[config.mk]
export PLATFORM = sky130hd
export DESIGN_NAME = sha_frame_ctrl
export DESIGN_NICKNAME = d
export VERILOG_FILES = /design/src/rtl/sha_frame_pkg.sv /design/src/rtl/sha_digest_ser.sv /design/src/rtl/sha_frame_ctrl.sv
export SDC_FILE = /design/constraint.sdc
export NUM_CORES = 2
export LEC_CHECK = 0
export ABC_AREA = 0
export BUFFER_PORTS_ARGS = -buffer_cell sky130_fd_sc_hd__buf_2
export CAP_MARGIN = 20
export CORE_AREA = 2 2 310 312
export CTS_BUF_LIST = sky130_fd_sc_hd__clkbuf_8
export DETAILED_ROUTE_END_ITERATION = 12
export DIE_AREA = 0 0 312 314
export GPL_TIMING_DRIVEN = 0
export PLACE_DENSITY = 0.58
export SLEW_MARGIN = 20
export SYNTH_ARGS = -nofsm -noshare
export SYNTH_HDL_FRONTEND = slang
export SYNTH_HIERARCHICAL = 1
export SYNTH_SLANG_ARGS = --single-unit
[constraint.sdc]
create_clock -name clk -period 48.5 [get_ports clk]
set_input_delay 7.275 -clock clk [delete_from_list [all_inputs] [get_ports clk]]
set_output_delay 7.275 -clock clk [all_outputs]
set_load 0.1 [all_outputs]
[src/rtl/sha_frame_pkg.sv]
// Shared constants, state encoding and helpers for the SHA-256 frame controller.
package sha_frame_pkg;

    localparam logic [7:0] SOF      = 8'h01;
    localparam logic [7:0] EOF      = 8'hFF;
    localparam logic [7:0] ESC      = 8'h7D;
    localparam logic [7:0] ESC_XOR  = 8'h20;
    localparam logic [7:0] PAD_BYTE = 8'h80;

    localparam logic [5:0] LAST_IDX = 6'd63;
    localparam logic [5:0] LEN_IDX  = 6'd56;

    typedef enum logic [2:0] {
        ST_IDLE    = 3'd0,
        ST_COLLECT = 3'd1,
        ST_HASH    = 3'd2,
        ST_PAD     = 3'd3,
        ST_SEND    = 3'd4
    } frame_state_t;

    // Picks byte sel (0 = most significant) of the 64-bit big-endian length field.
    function automatic logic [7:0] len_byte(input logic [63:0] bit_len, input logic [2:0] sel);
        logic [7:0] b;
        b = bit_len[{3'd7 - sel, 3'b000} +: 8];
        return b;
    endfunction

endpackage

[src/rtl/sha_digest_ser.sv]
// Latches the final hash state and streams it out MSB-first over a valid/ready byte link.
module sha_digest_ser (
    input  logic         clk,
    input  logic         rst_n,
    input  logic         load_i,
    input  logic [255:0] digest_i,
    input  logic         tx_ready_i,
    output logic         tx_valid_o,
    output logic [7:0]   tx_data_o,
    output logic         last_o
);

    logic [255:0] dig_q;
    logic [4:0]   cnt_q;
    logic         valid_q;
    logic         fire_s;

    assign fire_s     = valid_q & tx_ready_i;
    assign last_o     = fire_s & (cnt_q == 5'd31);
    assign tx_valid_o = valid_q;
    assign tx_data_o  = dig_q[255:248];

    // Digest shift register and byte counter; the top byte is always the one on offer.
    always_ff @(posedge clk or posedge rst_n) begin
        if (rst_n) begin
            dig_q   <= 256'h0;
            cnt_q   <= 5'd0;
            valid_q <= 1'b0;
        end else if (load_i) begin
            dig_q   <= digest_i;
            cnt_q   <= 5'd0;
            valid_q <= 1'b1;
        end else if (fire_s) begin
            dig_q   <= {dig_q[247:0], 8'h00};
            cnt_q   <= cnt_q + 5'd1;
            valid_q <= (cnt_q != 5'd31);
        end
    end

endmodule

[src/rtl/sha_frame_ctrl.sv]
// UART frame parser, SHA-256 padder/block sequencer and digest streamer.
// Optional build macro SHA_FRAME_ESC_EN enables 0x7D byte-stuffing inside frames.
module sha_frame_ctrl
    import sha_frame_pkg::*;
#(
    parameter int unsigned LEN_W = 32
) (
    input  logic         clk,
    input  logic         rst_n,
    input  logic         rx_valid,
    input  logic [7:0]   rx_data,
    output logic         rx_ready,
    output logic         core_start,
    output logic         core_init,
    output logic [511:0] core_block,
    input  logic         core_done,
    input  logic [255:0] core_digest,
    output logic         tx_valid,
    output logic [7:0]   tx_data,
    input  logic         tx_ready,
    output logic         busy,
    output logic         err
);

    frame_state_t     state_q, state_d;
    frame_state_t     ret_q, ret_d;
    logic [5:0]       idx_q, idx_d;
    logic [LEN_W-1:0] len_q, len_d;
    logic             first_q, first_d;
    logic             marked_q, marked_d;
    logic             final_q, final_d;
    logic             err_q, err_d;
    logic [511:0]     buf_q;

    logic             rx_ready_q, rx_ready_d;
    logic             core_start_q, core_start_d;
    logic             core_init_q, core_init_d;
    logic             busy_q, busy_d;

    logic             wr_en_s;
    logic [5:0]       wr_idx_s;
    logic [7:0]       wr_byte_s;
    logic             rx_fire_s;
    logic             is_eof_s;
    logic             is_pay_s;
    logic [7:0]       pay_byte_s;
    logic [63:0]      len_bits_s;
    logic             dig_load_s;
    logic             ser_last_s;

    assign rx_fire_s  = rx_valid & rx_ready_q;
    assign len_bits_s = 64'(len_q) << 3'd3;
    assign dig_load_s = (state_q == ST_HASH) & core_done & (ret_q == ST_SEND);

`ifdef SHA_FRAME_ESC_EN
    logic esc_q, esc_d;
    logic esc_set_s;

    assign is_eof_s   = !esc_q && (rx_data == EOF);
    assign esc_set_s  = !esc_q && (rx_data == ESC);
    assign is_pay_s   = !is_eof_s && !esc_set_s;
    assign pay_byte_s = esc_q ? (rx_data ^ ESC_XOR) : rx_data;
`else
    assign is_eof_s   = (rx_data == EOF);
    assign is_pay_s   = !is_eof_s;
    assign pay_byte_s = rx_data;
`endif

    // State, frame bookkeeping and block buffer registers.
    always_ff @(posedge clk or posedge rst_n) begin
        if (rst_n) begin
            state_q  <= ST_IDLE;
            ret_q    <= ST_IDLE;
            idx_q    <= 6'd0;
            len_q    <= '0;
            first_q  <= 1'b0;
            marked_q <= 1'b0;
            final_q  <= 1'b0;
            err_q    <= 1'b0;
            buf_q    <= 512'h0;
`ifdef SHA_FRAME_ESC_EN
            esc_q    <= 1'b0;
`endif
        end else begin
            state_q  <= state_d;
            ret_q    <= ret_d;
            idx_q    <= idx_d;
            len_q    <= len_d;
            first_q  <= first_d;
            marked_q <= marked_d;
            final_q  <= final_d;
            err_q    <= err_d;
`ifdef SHA_FRAME_ESC_EN
            esc_q    <= esc_d;
`endif
            if (wr_en_s) begin
                buf_q[{LAST_IDX - wr_idx_s, 3'b000} +: 8] <= wr_byte_s;
            end
        end
    end

    // Next-state and datapath decisions.
    always_comb begin
        state_d   = state_q;
        ret_d     = ret_q;
        idx_d     = idx_q;
        len_d     = len_q;
        first_d   = first_q;
        marked_d  = marked_q;
        final_d   = final_q;
        err_d     = 1'b0;
        wr_en_s   = 1'b0;
        wr_idx_s  = idx_q;
        wr_byte_s = 8'h00;
`ifdef SHA_FRAME_ESC_EN
        esc_d     = rx_fire_s ? esc_set_s : esc_q;
`endif
        case (state_q)
            ST_IDLE: begin
                if (rx_fire_s && (rx_data == SOF)) begin
                    state_d = ST_COLLECT;
                    idx_d   = 6'd0;
                    len_d   = '0;
                    first_d = 1'b1;
`ifdef SHA_FRAME_ESC_EN
                    esc_d   = 1'b0;
`endif
                end else begin
                    state_d = ST_IDLE;
                end
            end
            ST_COLLECT: begin
                if (rx_fire_s && is_pay_s) begin
                    if (&len_q) begin
                        // Length field would wrap: abandon the frame.
                        err_d   = 1'b1;
                        state_d = ST_IDLE;
                    end else begin
                        wr_en_s   = 1'b1;
                        wr_byte_s = pay_byte_s;
                        idx_d     = idx_q + 6'd1;
                        len_d     = len_q + LEN_W'(1);
                        if (idx_q == LAST_IDX) begin
                            state_d = ST_HASH;
                            ret_d   = ST_COLLECT;
                        end else begin
                            state_d = ST_COLLECT;
                        end
                    end
                end else if (rx_fire_s && is_eof_s) begin
                    state_d  = ST_PAD;
                    marked_d = 1'b0;
                    final_d  = (idx_q < LEN_IDX);
                end else begin
                    state_d = ST_COLLECT;
                end
            end
            ST_HASH: begin
                if (core_done) begin
                    first_d = 1'b0;
                    idx_d   = 6'd0;
                    state_d = ret_q;
                    final_d = final_q | (ret_q == ST_PAD);
                end else begin
                    state_d = ST_HASH;
                end
            end
            ST_PAD: begin
                wr_en_s  = 1'b1;
                marked_d = 1'b1;
                idx_d    = idx_q + 6'd1;
                if (!marked_q) begin
                    wr_byte_s = PAD_BYTE;
                end else if (final_q && (idx_q >= LEN_IDX)) begin
                    wr_byte_s = len_byte(len_bits_s, idx_q[2:0]);
                end else begin
                    wr_byte_s = 8'h00;
                end
                if (idx_q == LAST_IDX) begin
                    state_d = ST_HASH;
                    ret_d   = final_q ? ST_SEND : ST_PAD;
                end else begin
                    state_d = ST_PAD;
                end
            end
            ST_SEND: begin
                if (ser_last_s) begin
                    state_d = ST_IDLE;
                end else begin
                    state_d = ST_SEND;
                end
            end
            default: begin
                state_d = ST_IDLE;
            end
        endcase
    end

    // Registered-output next values, derived from the upcoming state.
    always_comb begin
        rx_ready_d   = (state_d == ST_IDLE) || (state_d == ST_COLLECT);
        core_start_d = (state_d == ST_HASH) && (state_q != ST_HASH);
        core_init_d  = core_start_d & first_q;
        busy_d       = (state_d != ST_IDLE);
    end

    // Output registers.
    always_ff @(posedge clk or posedge rst_n) begin
        if (rst_n) begin
            rx_ready_q   <= 1'b0;
            core_start_q <= 1'b0;
            core_init_q  <= 1'b0;
            busy_q       <= 1'b0;
        end else begin
            rx_ready_q   <= rx_ready_d;
            core_start_q <= core_start_d;
            core_init_q  <= core_init_d;
            busy_q       <= busy_d;
        end
    end

    sha_digest_ser u_ser (
        .clk        (clk),
        .rst_n      (rst_n),
        .load_i     (dig_load_s),
        .digest_i   (core_digest),
        .tx_ready_i (tx_ready),
        .tx_valid_o (tx_valid),
        .tx_data_o  (tx_data),
        .last_o     (ser_last_s)
    );

    assign rx_ready   = rx_ready_q;
    assign core_start = core_start_q;
    assign core_init  = core_init_q;
    assign core_block = buf_q;
    assign busy       = busy_q;
    assign err        = err_q;

endmodule

==> results.toml <==
[setup_path]
reg2reg_setup_slack_ns = 44.52
worstSetupStartpointType = "input port"
critical_path_required_ns = 49.15
startpoint = "rx_data[7]"
r2r_end = "core_block[169]"
slowest_stage = "a21oi_1"
crit_path_max_incr_delay_ns = 0.92
cp_top_family = "compound AO/OA/AOI/OAI gates"
r2r_start = "len_q[0]"
worstPathArrival_ns = 10.21
path_class = "input port to flip-flop"
path_max_fanout = 10
crit_path_end_kind = "flip-flop"
rr_worst_depth = 8
path_buf_inv = 2
crit_chain = "buf_2 > nand4_1 > o211ai_2 > a21o_1 > nor2_1 > a21oi_1 > clkbuf_1 > o21ai_0"
cp.depth = 8

[sta]
whs_ns = 0.471
hold_viol = 0
fin_skew_ns = 0.0457
timing.setup.tns_ns = 0
rsz0062_at_grt = "no"
tightestPinTransition_ns = 1.15
drv_slew = 0
period_needed_ns = 9.57
relSlewSlack_pct = 23.2
timing.final.crit_share_pct = 19.7
clock.fmax_ghz = 0.105
finalSetupViolCount = 0

[final_layout]
drive_gt1_share_pct = 32.7
nets = 4381
area_delta_synth_final_pct = 24.7
fin_util_pct = 46.7

[routing]
vias = 28100
totalWireLength_um = 130000
drtPass1Iterations = 5
drc = 0
ant_nets = 0
wl_per_cell_um = 23.7
vias_per_cell = 5.11
drt_iter0_markers = 2027

[power_and_ir_drop]
finalPower_mw = 2.46
vdd_drop_max_mv = 0.0500
powerDensity_nw_per_um2 = 55.7
cellLeakagePower_nw = 23.6

[clocking]
htree_levels = 4
cts_root_buffer = "clkbuf_8"
numCtsBuffers = 148
insertion_delay_ns = 0.84
cts_tree = "yes"
cts_setup_buffers = 0
cts_hold_buf = 0
clk_pin_slew_ns = 0.05
cts_sinks = 826
clk_path_buf_depth = 3
cts-resized-gates = 0

[synthesis]
synth_nets = 3424
yosysWarnings = 6
synthCells = 3151
avgSynthCellArea_um2 = 11.2
synth_cell_types = 74
ys_seq_area_share_pct = 58.4
synth_area_um2 = 35400
ys_ff_latch = 826
async_flop_share_pct = 100
synth_edf_count = 0
ys.flop_type = "dfrtp_1"

[global_route]
grt_antenna_before_repair = 23
grt_max_degree = 102
overflow = 0
grt_pass1_wl_um = 189000
grt_pass1_vias = 27700
grt_use_total_pct = 26.0

[floorplan]
initial_utilization_pct = 37.5
die_area_um2 = 98000
die_h_um = 314
core_region_area_um2 = 94400
die_w_um = 312
num_rows = 113
ioPinCount = 795

[run]
maxCapViolCount = 0

[place]
gp_congestion = 0.920
hpwl_um = 99200
port_buffers = 793

[worst_hold_path]
hold_path_depth = 2
hold_path.startpoint = "core_block[399]"
hold_class = "flip-flop to flip-flop"
min_to = "core_block[399]"

[outcome]
status = "finished, final reports clean"
-- cells in the mapped netlist (7+ instances only) --
master       n  area share, %
dfrtp_1    826             58
o211ai_4    27            1.6
nand3_1     26           0.37
xnor2_1     20           0.49
xor2_1      14           0.35
mux2i_1    254            7.2
nand4_1     20           0.35
a21o_1       9           0.19
mux2_2     139            4.4
a21oi_2      7           0.17
o21ai_1     84            1.2
o2111ai_4    8           0.59
a22o_1       8           0.20
buf_2       36           0.51
o21ai_0    517            7.3
a21oi_1     50           0.71
and3_1       9           0.16
buf_4       48            1.0
clkbuf_1    85           0.90
nand2_1    646            6.8
o31ai_1     12           0.25
inv_1       17           0.18
nand2_2     17           0.30
nor2_1      89           0.94
buf_6       37            1.2
nor3_1      15           0.21
-- area by class of cell --
cell class              instances  area (um2)
well taps                    1265        1580
fillers                      9183       50300
multi-input cells            2094       13400
clock inverters                73         358
plain buffers                 213        1320
flip-flops and latches        826       20700
inverters                      18        85.1
clock buffers                 180        2480
repair buffers                807        4250
diodes                         14        35.0
-- per-layer routing --
layer | vias to the layer above | GRT usage [%] | part of all wire [%]
met5 | - | 0 | 0.079
met2 | 888 | 40.6 | 46
met4 | 16 | 8.22 | 2.7
li1 | 12900 | - | -
met3 | 191 | 6.39 | 6.3
met1 | 14100 | 35.6 | 45
-- worst max path at each step --
stage | end | slack (ns)
detailed placement | core_block[361] | 38.06
global route | core_block[361] | 38.76
finish | core_block[169] | 38.93
floorplan | busy | 25.45
CTS | core_block[169] | 38.97
global placement | core_block[151] | 18.37
-- state kept, by name, summed over array words and instances (netlist names) --
register	cells
u_ser/cnt_q	5
core_block	512
final_q	1
core_init	1
err	1
idx_q	6
first_q	1
core_start	1
ret_q	3
u_ser/tx_valid_o	1
rx_ready	1
u_ser/dig_q	256
busy	1
len_q	32
state_q	3
marked_q	1
-- layout by cell type (no fill, tap or decap), drive strengths merged, types with 8 or more instances in the layout --
cell type  instances
nor4               8
diode             14
o31ai             12
inv               79
mux2i            254
a22o               8
nand3             26
xor2              14
nand4             21
xnor2             20
nor2              93
buf              935
dfrtp            826
nor3              19
o21ai            602
nand2            664
a211oi             8
a21oi             61
clkbuf           265
o211ai            38
and3               9
a21o               9
o2111ai            8
mux2             145
-- worst min-delay path, cell delays in order, from the launching register on --
cell and delay (ns):
dfrtp_1 0.34, nand2_1 0.04, o21ai_0 0.06
-- kinds of logic (layout without fill, tap and decap cells) --
family                     after synthesis  after routing  synth area share, %
AOI/OAI and AO/OA                      771            771                 14.0
xor gates and xnor gates                34             34                0.841
adders and majority gates                4              4                0.141
buffers and inverters                  231           1291                 3.91
DFF                                    826            826                 58.4
muxes                                  404            404                 12.1
other                                    0             14                    0
and+or+nand+nor                        881            881                 10.6
-- stage by stage --
step | instances | worst slack, ns | cell area, um2
after floorplan | 3151 | 25.45 | 35400
after global placement | 5209 | 18.37 | 41000
after detailed placement | 5222 | 38.06 | 41300
after CTS | 5475 | 38.97 | 44100
after global routing | 5485 | 38.76 | 44100
final | 5490 | 38.93 | 44100
-- power by group --
part	switching (mW)	leakage (nW)	internal, mW
Combinational	0.857	10.5	0.155
Sequential	0.0464	11.4	0.766
Clock	0.295	1.66	0.339
Power figures use the tool's default switching activity.
